[config.mk]
export PLATFORM = sky130hd
export DESIGN_NAME = instr_fetch
export DESIGN_NICKNAME = d
export VERILOG_FILES = /design/src/rtl/cpu_pkg.sv /design/src/rtl/instr_rom.sv /design/src/rtl/instr_fetch.sv
export SDC_FILE = /design/constraint.sdc
export NUM_CORES = 1
export LEC_CHECK = 0
export ABC_AREA = 1
export CAP_MARGIN = 5
export CELL_PAD_IN_SITES_DETAIL_PLACEMENT = 0
export CELL_PAD_IN_SITES_GLOBAL_PLACEMENT = 1
export CORE_MARGIN = 2
export CORE_UTILIZATION = 25
export CTS_BUF_LIST = sky130_fd_sc_hd__clkbuf_4 sky130_fd_sc_hd__clkbuf_8 sky130_fd_sc_hd__clkbuf_16
export DETAILED_ROUTE_END_ITERATION = 10
export PLACE_DENSITY = 0.55
export SYNTH_ARGS = -nofsm -noshare
export SYNTH_HDL_FRONTEND = slang
export SYNTH_SLANG_ARGS = --single-unit
export TNS_END_PERCENT = 1
[constraint.sdc]
create_clock -name clk -period 3.1 [get_ports clk]
set_clock_uncertainty 0.15 [all_clocks]
set_input_delay 0.465 -clock clk [delete_from_list [all_inputs] [get_ports clk]]
set_output_delay 0.465 -clock clk [all_outputs]
set_load 0.03 [all_outputs]
[src/rtl/cpu_pkg.sv]
// Shared definitions for the simple_cpu front end: instruction classes,
// per-class hold lengths and the fetch sequencer state encoding.
package cpu_pkg;

    localparam int INSTR_WIDTH = 20;
    localparam int PC_BITS     = 5;
    localparam int STD_CYCLES  = 3;
    localparam int MEM_CYCLES  = 4;

    localparam logic [1:0] CLS_HALT  = 2'b00;
    localparam logic [1:0] CLS_STD   = 2'b01;
    localparam logic [1:0] CLS_LOAD  = 2'b10;
    localparam logic [1:0] CLS_STORE = 2'b11;

    typedef enum logic [1:0] {
        IDLE = 2'b00,
        RUN  = 2'b01,
        HALT = 2'b10
    } fetch_state_e;

endpackage

[src/rtl/instr_rom.sv]
// Program store: synchronous write port, combinational read port.
// Contents survive reset so a loaded program can be rerun.
module instr_rom #(
    parameter int AW = 5,
    parameter int DW = 20
) (
    input  logic          clk,
    input  logic          i_we,
    input  logic [AW-1:0] i_waddr,
    input  logic [DW-1:0] i_wdata,
    input  logic [AW-1:0] i_raddr,
    output logic [DW-1:0] o_rdata
);

    logic [DW-1:0] r_mem [0:(2**AW)-1];

    always_ff @(posedge clk) begin
        if (i_we) begin
            r_mem[i_waddr] <= i_wdata;
        end
    end

    assign o_rdata = r_mem[i_raddr];

endmodule

[src/rtl/instr_fetch.sv]
// Instruction sequencer for simple_cpu: walks the program store and holds
// each instruction for exactly as many cycles as the CU needs for its class.
module instr_fetch
    import cpu_pkg::*;
#(
    parameter int INSTR_WIDTH = cpu_pkg::INSTR_WIDTH,
    parameter int PC_BITS     = cpu_pkg::PC_BITS,
    parameter int STD_CYCLES  = cpu_pkg::STD_CYCLES,
    parameter int MEM_CYCLES  = cpu_pkg::MEM_CYCLES
) (
    input  logic                   clk,
    input  logic                   rst,
    input  logic                   load_en,
    input  logic [PC_BITS-1:0]     load_addr,
    input  logic [INSTR_WIDTH-1:0] load_data,
    input  logic                   start,
    output logic [INSTR_WIDTH-1:0] instruction,
    output logic [PC_BITS-1:0]     pc,
    output logic                   issue,
    output logic                   busy,
    output logic                   halted,
    output logic [1:0]             dbg_state
);

    localparam int MAX_CYCLES = (STD_CYCLES > MEM_CYCLES) ? STD_CYCLES : MEM_CYCLES;
    localparam int HW         = $clog2(MAX_CYCLES + 2);

    fetch_state_e           r_state, w_state_nxt;
    logic [PC_BITS-1:0]     r_pc, w_pc_nxt, w_rd_addr;
    logic [INSTR_WIDTH-1:0] r_instr, w_instr_nxt, w_rd_data;
    logic                   r_issue, w_issue_nxt;
    logic [HW-1:0]          r_hold, w_hold_nxt;
    logic                   w_we, w_start, w_first_extra;
    logic [1:0]             w_cls;

    function automatic logic [HW-1:0] hold_of(input logic [1:0] cls);
        return (cls == CLS_STD) ? HW'(STD_CYCLES) : HW'(MEM_CYCLES);
    endfunction

    // Loads and starts are only honoured while not running; a load wins over a start.
    assign w_we      = load_en && (r_state != RUN);
    assign w_start   = start && !load_en && (r_state != RUN);
    assign w_rd_addr = (r_state == RUN) ? (r_pc + PC_BITS'(1)) : '0;
    assign w_cls     = w_rd_data[INSTR_WIDTH-1 -: 2];
    // Only a start out of IDLE pays the extra cycle for the CU leaving RESET.
    assign w_first_extra = (r_state == IDLE);

    instr_rom #(
        .AW(PC_BITS),
        .DW(INSTR_WIDTH)
    ) u_rom (
        .clk    (clk),
        .i_we   (w_we),
        .i_waddr(load_addr),
        .i_wdata(load_data),
        .i_raddr(w_rd_addr),
        .o_rdata(w_rd_data)
    );

    always_comb begin
        w_state_nxt = r_state;
        w_pc_nxt    = r_pc;
        w_instr_nxt = r_instr;
        w_issue_nxt = 1'b0;
        w_hold_nxt  = r_hold;
        case (r_state)
            IDLE, HALT: begin
                if (w_start) begin
                    w_pc_nxt = '0;
                    if (w_cls == CLS_HALT) begin
                        w_state_nxt = HALT;
                        w_instr_nxt = '0;
                        w_hold_nxt  = '0;
                    end else begin
                        w_state_nxt = RUN;
                        w_instr_nxt = w_rd_data;
                        w_issue_nxt = 1'b1;
                        w_hold_nxt  = hold_of(w_cls) + HW'(w_first_extra);
                    end
                end
            end
            RUN: begin
                if (r_hold == HW'(1)) begin
                    w_pc_nxt = r_pc + PC_BITS'(1);
                    if (w_cls == CLS_HALT) begin
                        w_state_nxt = HALT;
                        w_instr_nxt = '0;
                        w_hold_nxt  = '0;
                    end else begin
                        w_instr_nxt = w_rd_data;
                        w_issue_nxt = 1'b1;
                        w_hold_nxt  = hold_of(w_cls);
                    end
                end else begin
                    w_hold_nxt = r_hold - HW'(1);
                end
            end
            default: begin
                w_state_nxt = IDLE;
                w_pc_nxt    = '0;
                w_instr_nxt = '0;
                w_hold_nxt  = '0;
            end
        endcase
    end

    always_ff @(posedge clk) begin
        if (!rst) begin
            r_state <= IDLE;
            r_pc    <= '0;
            r_instr <= '0;
            r_issue <= 1'b0;
            r_hold  <= '0;
        end else begin
            r_state <= w_state_nxt;
            r_pc    <= w_pc_nxt;
            r_instr <= w_instr_nxt;
            r_issue <= w_issue_nxt;
            r_hold  <= w_hold_nxt;
        end
    end

    assign instruction = r_instr;
    assign pc          = r_pc;
    assign issue       = r_issue;
    assign busy        = (r_state == RUN);
    assign halted      = (r_state == HALT);
    assign dbg_state   = r_state;

endmodule

==> Word-level counts from Yosys, hierarchy flattened <==
Memories as Yosys holds them, arrays and structs flattened.
Cells that the tools add are included.
{ "totals": {"register_bits": 31, "latchBits": 0, "ramBits": 640, "rom_bits": 0, "inputBits": 29, "memories": 1} }
{ "mem_list": {"columns": ["name", "depth", "width", "rd", "rd_clocked_by_memory_dff", "write_ports", "line_no", "text"], "rows": [
  ["u_rom.r_mem", 32, 20, 1, 0, 1, "instr_rom.sv:15", "logic [DW-1:0] r_mem [0:(2**AW)-1];"]
]} }
{ "op_classes": {"addsub": 3, "n_mul": 0, "n_div": 0, "order_cmp": 0, "n_eq_ne": 8, "shift": 0, "muxes": 25, "bitwise": 0, "reduce_logical": 9} }
{ "ops": {"columns": ["op", "count"], "rows": [
  ["$mux W20", 3],
  ["$pmux W20 S2", 1],
  ["$mux W3", 5],
  ["$mux W5", 3],
  ["$pmux W5 S2", 1],
  ["$mux W2", 4],
  ["$ne A2 B1 Y1 const B", 3],
  ["$pmux W3 S2", 1],
  ["$add A5 B1 Y5 const B", 1],
  ["$mux W1", 5],
  ["$eq A2 B1 Y1 const B", 2],
  ["$logic_not A2 Y1", 2],
  ["$pmux W2 S2", 1],
  ["$add A3 B1 Y3", 1],
  ["$eq A3 B1 Y1 const B", 1],
  ["$logic_and A1 B1 Y1", 3],
  ["$reduce_and A3 Y1", 1],
  ["$sub A3 B1 Y3 const B", 1],
  ["$eq A2 B2 Y1 const B", 1],
  ["$ne A2 B2 Y1 const B", 1],
  ["$pmux W1 S2", 1],
  ["$reduce_and A2 Y1", 1],
  ["$reduce_or A2 Y1", 1],
  ["$logic_not A1 Y1", 1]
]} }

==> Logic depth before layout (Yosys ltp) <==
Gate-level depths: netlist (run 1).
An unclocked memory read counts as a cell.
{ "logic_depth": {"word_depth": 9, "ltp_mapped": 17, "mapped_depth_nobuf": 17} }

==> Modules after synthesis <==
Synthesis (run 1) repeated with hierarchy kept, for this count alone.
{ "unflattened": {"hier_cells": 2407, "hier_area_um2": 27579.0} }
{ "modules_own_cells": {"columns": ["module", "instances", "cells_per_inst", "area_each_um2"], "rows": [
  ["instr_rom", 1, 2210, 26118.8],
  ["instr_fetch", 1, 197, 1460.2]
]} }

==> Worst setup path after synthesis (run 1) <==
Ideal clock, no wire load.
{ "synth_path": {"path_kind": "register -> register", "from": "register r_state[1], in the netlist dbg_state[1]", "to": "memory u_rom.r_mem[0][0] (enable)", "arrival_time_ns": 2.102, "slack_ns": 0.452, "path_stages_with_launch": 5, "n_path_buf": 0, "cell_sequence": "dfxtp_1 nor2_4 nor2_1 nand3_1 nor2_1"} }
{ "synth_via": {"elab_chain_cells": 4} }
{ "synth_lines": {"columns": ["item", "line_no", "text"], "rows": [
  ["start, declared", "instr_fetch.sv:28", "fetch_state_e r_state, w_state_nxt;"],
  ["start signal, assigned", "instr_fetch.sv:115", "r_state <= w_state_nxt;"],
  ["$ne A2 B1 Y1", "instr_fetch.sv:41", "assign w_we = load_en && (r_state != RUN);"],
  ["$logic_and A1 B1 Y1", "instr_fetch.sv:41", null],
  ["$mux W1", "instr_rom.sv:18", "if (i_we) begin"],
  ["$mux W1 (not written as such)", "instr_rom.sv:19", "r_mem[i_waddr] <= i_wdata;"],
  ["end, declared", "instr_rom.sv:15", null]
]} }
Every way passes these cells.

==> Worst setup path after layout (run 1) <==
{ "layout_path": {"from": "register r_state[0], in the netlist dbg_state[0]", "to": "output busy"} }
{ "layout_via": {"elab_chain_cells": 1} }
{ "layout_lines": {"columns": ["item", "line_no", "text"], "rows": [
  ["$eq A2 B1 Y1", "instr_fetch.sv:126", "assign busy = (r_state == RUN);"],
  ["end, declared", "instr_fetch.sv:20", "output logic busy,"]
]} }
Every way passes these cells.

==> impl_metrics.ini, run 1 <==
[outcome]
status = completed

[clock_network]
numClockSinks = 671
cts_buffer_depth = 3
cts.reportedPaths.clkPinSlew_ps = 60
ctsHoldBuffers = 0
cts_buffers = 75
cts_setup_buffers = 0
cts_max_level = 3
clk_latency_ps = 650
cts_resized = 0
clockRootBuffer = clkbuf_16
tritoncts = yes

[timing]
fmax_mhz = 342
slew_viol_final = 0
setup_viol = 0
min_period_over_period_pct = 94.3
worst_pin_slew_ps = 720
rsz0062_at_grt = yes
min_period_ps = 2920
timing.slew.headroom_pct = 52.0
hold_viol = 0

[die]
die_h_um = 334
pin_count = 59
start_util_pct = 25.3
die_w_um = 334
rows = 120
die_area_sq_um = 111000
coreArea_sq_um = 107000

[placement]
dpl.cell_count = 3720
dpl.hpwl_um = 49900
gp_congestion = 0.794
place_area_sq_um = 30300
portBuffers = 58

[global_route]
antenna_found_initial = 3
grt_max_degree = 101
grtUsageTotal_pct = 15.4
grt_overflow_total = 0
grt_pass1_wl_um = 126000
grt_pass1_vias = 17781

[routing]
drt_pass1_iterations = 8
drt_iter0_drc = 1816
viasPerCell = 4.70
dr_total_vias = 18122
wire_per_inst_um = 22.4
drt_wl_total_um = 86300
drc = 0
drtAntennaViolNets = 0

[hold_path]
hold_path_class = flip-flop to flip-flop
hold-path-cell-count = 2

[setup_path]
crit_path_start_kind = flip-flop
r2r_cells = 10
crit_path_max_fanout = 9
criticalPathCategory = flip-flop to output port
critical_path_required_ps = 2480
end_kind = output port
cp.arrival_ps = 2310

[power]
power.density_nw_per_um2 = 638
leakagePower_nw = 11.8
ir_drop_mv = 0.323

[synth]
synth_common_cells = nand2_1, edfxtp_1, nand3_1
yosys_register_bits = 671
yosys_warnings = 0
syn_nets = 2301
synth_top_cell_by_area = edfxtp_1
netlist_instances = 2269
ys_types = 28
synth-seq-area-share_pct = 73.1
synth-async-reset-ratio_pct = 0
avgSynthCellArea_sq_um = 12.0
synth_edf_count = 640
netlist_area_sq_um = 27100
synth.area.top_cells = edfxtp_1, nand3_1, nand2_1, dfxtp_1, buf_2
synth_top_area_share_pct = 70.8
synth_top_flop_cell = edfxtp_1
yosysMostFrequentCell = nand2_1

[layout]
stdcell_area_sq_um = 32800
final_layout_size_suffix_gt1_share_pct = 12.7
fin_cells = 3857
nFillCells = 10759
final_nets = 2426
area_growth_pct = 20.8

[job]
drv_cap = 0
layout make-up:
class / count / area [sq um] / area share (%)
multi-input cells: 1399 / 6500 / 19.8
clock buffers: 95 / 2050 / 6.26
diodes: 2 / 5.00 / 0.0153
well taps: 1403 / 1760 / 5.35
flip-flops and latches: 671 / 19800 / 60.5
clock inverters: 40 / 435 / 1.33
inverters: 59 / 230 / 0.702
repair buffers: 188 / 1970 / 6.01
cells by family after synthesis:
group,share of synthesized area (%)
DFF,73.1
buffers and inverters,3.43
adders and majority gates,0.138
and+or+nand+nor,20.6
AOI/OAI and AO/OA,2.73
cell usage in the layout (no fill, tap or decap), drive strengths merged:
| cell | netlist | layout |
|---|---|---|
| nand2 | 646 | 646 |
| edfxtp | 640 | 640 |
| nand3 | 561 | 561 |
| buf | 105 | 130 |
| clkbuf | 35 | 95 |
| nor2 | 80 | 80 |
| inv | 59 | 62 |
| clkdlybuf4s50 | 0 | 58 |
| a21oi | 53 | 53 |
| dfxtp | 31 | 31 |
| clkinv | 0 | 31 |
| o21ai | 25 | 25 |
| o31ai | 17 | 17 |
| a31oi | 5 | 5 |
| bufinv | 0 | 5 |
| a32o | 4 | 4 |
| ha | 3 | 3 |
| diode | 0 | 2 |
| nor3 | 2 | 2 |
| a211oi | 2 | 2 |
| nand3b | 1 | 1 |
| clkinvlp | 0 | 1 |
report_power, final:
group,total (mW),internal (mW),switching [mW]
clock,8.96,5.17,3.79
combinational,1.86,0.551,1.31
sequential,10.1,10.0,0.0812
total,20.9,15.7,5.18
critical path, stage by stage, from the launching register on:
cell and delay (ps):
dfxtp_1 580, inv_2 100, nor2_4 160, buf_4 160, clkdlybuf4s50_1 680
metrics by stage:
stage / hold slack (ps) / power [mW] / setup TNS (ps) / utilization [%] / setup slack [ps]
3_5_place_dp: 320 / 12.2 / 0 / 28.2 / 90.5
5_1_grt: 348 / 21.7 / -1.65 / 30.5 / -1.65
2_1_floorplan: 322 / 11.3 / 0 / - / 452
6_report: 326 / 20.9 / 0 / 30.5 / 178
3_3_place_gp: 317 / 12.2 / 0 / 28.2 / 133
4_1_cts: 331 / 21.1 / 0 / 30.5 / 104
final timing paths:
path,to,from,slack (ps)
setup / recovery,busy,dbg_state[0],180
hold / removal,instruction[19],instruction[19],330
setup reg to reg,instruction[4],dbg_state[0],180
hold reg to reg,instruction[19],instruction[19],330
layer usage:
metal / track usage, % / share of wire (%) / wire length, um / vias to the layer above
li1: - / - / - / 8311
met2: 23.4 / 44 / 38000 / 558
met1: 21.9 / 47 / 40800 / 9102
met4: 4.56 / 2.6 / 2280 / 4
met3: 3.37 / 6.1 / 5300 / 147
met5: 0 / 0.027 / 23 / -
registers in the layout, summed over array words and instances (netlist names):
name         cells
dbg_state        2
r_hold           3
u_rom.r_mem    640
pc               5
issue            1
instruction     20
No activity file was read; power rests on OpenSTA's default activity.
==> run 2, diff against run 1 <==
==> constraint.sdc (replaced) <==
create_clock -name clk -period 3.1 [get_ports clk]
set_clock_uncertainty 0.15 [all_clocks]
set_input_delay 0.62 -clock clk [delete_from_list [all_inputs] [get_ports clk]]
set_output_delay 0.62 -clock clk [all_outputs]
set_load 0.03 [all_outputs]
==> run 2 against run 1 <==
Effect of this change: register-to-register slack gained 60 ps; clock-buffer cell count grew 7; non-clock buffer count grew 18; clock power grew 2%; highest routed layer unchanged; final cell count grew 0.44%; sequential cell count is the same; critical path depth shrank 1; via count grew 0.49%; first-iteration DRC count grew 0.33%; global-route usage shrank 0.26 points; total power grew 0.93%; fmax shrank 2.8%; critical endpoint is now halted.
==> impl_metrics.ini, run 2 (synthesis gave the netlist of run 1 again) <==
[outcome]
status = completed

[die]
die_h_um = 334
rows = 120
die_area_sq_um = 111000
pin_count = 59
start_util_pct = 25.3
die_w_um = 334
coreArea_sq_um = 107000

[routing]
top_layer_used = met5
met2WireLength_um = 37800
wire_per_inst_um = 22.1
wl_met1_um = 40800
drt_pass1_iterations = 7
wl_met3_um = 5230
drc = 0
drt_iter0_drc = 1822
dr_total_vias = 18210
drt_wl_total_um = 85600
drtAntennaViolNets = 0
viasPerCell = 4.70

[clock_network]
cts_max_level = 3
cts_setup_buffers = 0
clockRootBuffer = clkbuf_16
numClockSinks = 671
cts.reportedPaths.clkPinSlew_ps = 60
cts_buffer_depth = 3
ctsHoldBuffers = 0
clk_latency_ps = 620
tritoncts = yes
cts_resized = 2
cts_buffers = 75

[placement]
dpl.hpwl_um = 52000
portBuffers = 58
place_area_sq_um = 30600
gp_congestion = 0.807
pre_cts_ws_ps = -76.3

[setup_path]
critical_path_required_ps = 2330
criticalPathCategory = flip-flop to output port
crit_path_start_kind = flip-flop
cp_cell_sequence = inv_2 -> nor2_1 -> clkdlybuf4s50_1
cp.arrival_ps = 2240
crit_path_max_fanout = 6
end_kind = output port
max_stage_delay_ps = 730
crit_slowest_cell = clkdlybuf4s50_1

[layout]
area_growth_pct = 22.1
fin_util_pct = 30.9
stdcell_area_sq_um = 33100
largest_register = u_rom.r_mem
antenna_cells = 0
final_layout_size_suffix_gt1_share_pct = 13.6
largest_reg_flops = 640
mostFrequentLayoutCells = nand2_1, edfxtp_1, nand3_1, buf_4, clkbuf_16
final_nets = 2444
mostFrequentLayoutCell = nand2_1

[power]
ir_drop_mv = 0.450
finalPower_mw = 21.1
power.density_nw_per_um2 = 637
leakagePower_nw = 12.0

[timing]
setup_viol = 0
min_period_over_period_pct = 97.0
setup_tns_ps = 0
slew_viol_final = 0
worst_slack_ps = 93.4
fmax_mhz = 333
timing.slew.headroom_pct = 65.4
rsz0062_at_grt = no
worst_pin_slew_ps = 518
min_period_ps = 3010
hold_viol = 0

[job]
drv_cap = 0

[global_route]
grt_max_degree = 75
grt_overflow_total = 0
grt_pass1_vias = 17652
grtUsageTotal_pct = 15.2
antenna_found_initial = 3
grt_pass1_wl_um = 124000

[hold_path]
hold_path_class = flip-flop to flip-flop
-- run 2: layer usage --
metal  track usage (%)  up-vias
li1                  -     8351
met1              22.4     9178
met2              23.2      563
met3              2.35      116
met4              3.75        2
met5                 0        -
-- run 2: power breakdown --
part	internal [mW]	switching [mW]	leakage, nW
sequential	10.0	0.0813	6.02
clock	5.41	3.70	1.28
combinational	0.591	1.32	4.67
total	16.0	5.09	12.0
-- run 2: path summary, 6_finish.rpt --
path | from | to | slack (ps) | cells past startpoint
min | instruction[3] | instruction[3] | 330 | 2
min reg2reg | instruction[3] | instruction[3] | 330 | 2
max reg2reg | pc[0] | instruction[0] | 240 | 11
max | dbg_state[1] | halted | 90 | 3
-- run 2: through the flow --
step | hold WS [ps] | cells
3_5_place_dp | 328 | 3738
2_1_floorplan | 322 | 2269
4_1_cts | 336 | 3874
5_1_grt | 369 | 3874
6_report | 335 | 3874
3_3_place_gp | 311 | 3738
-- run 2: final cells by class --
class                      instances  area [sq um]
timing repair buffer             206          2260
inverter                          59           230
tap                             1403          1760
clock inverter                    34           370
multi-input combinational       1399          6500
sequential                       671         19800
clock buffer                     102          2190
fill                           10772         74200
-- run 2: critical path, delay by kind of cell, from the launching register on --
family,cells,cell delay [ps]
buf+inv,2,870
flops,1,500
simple gates,1,240
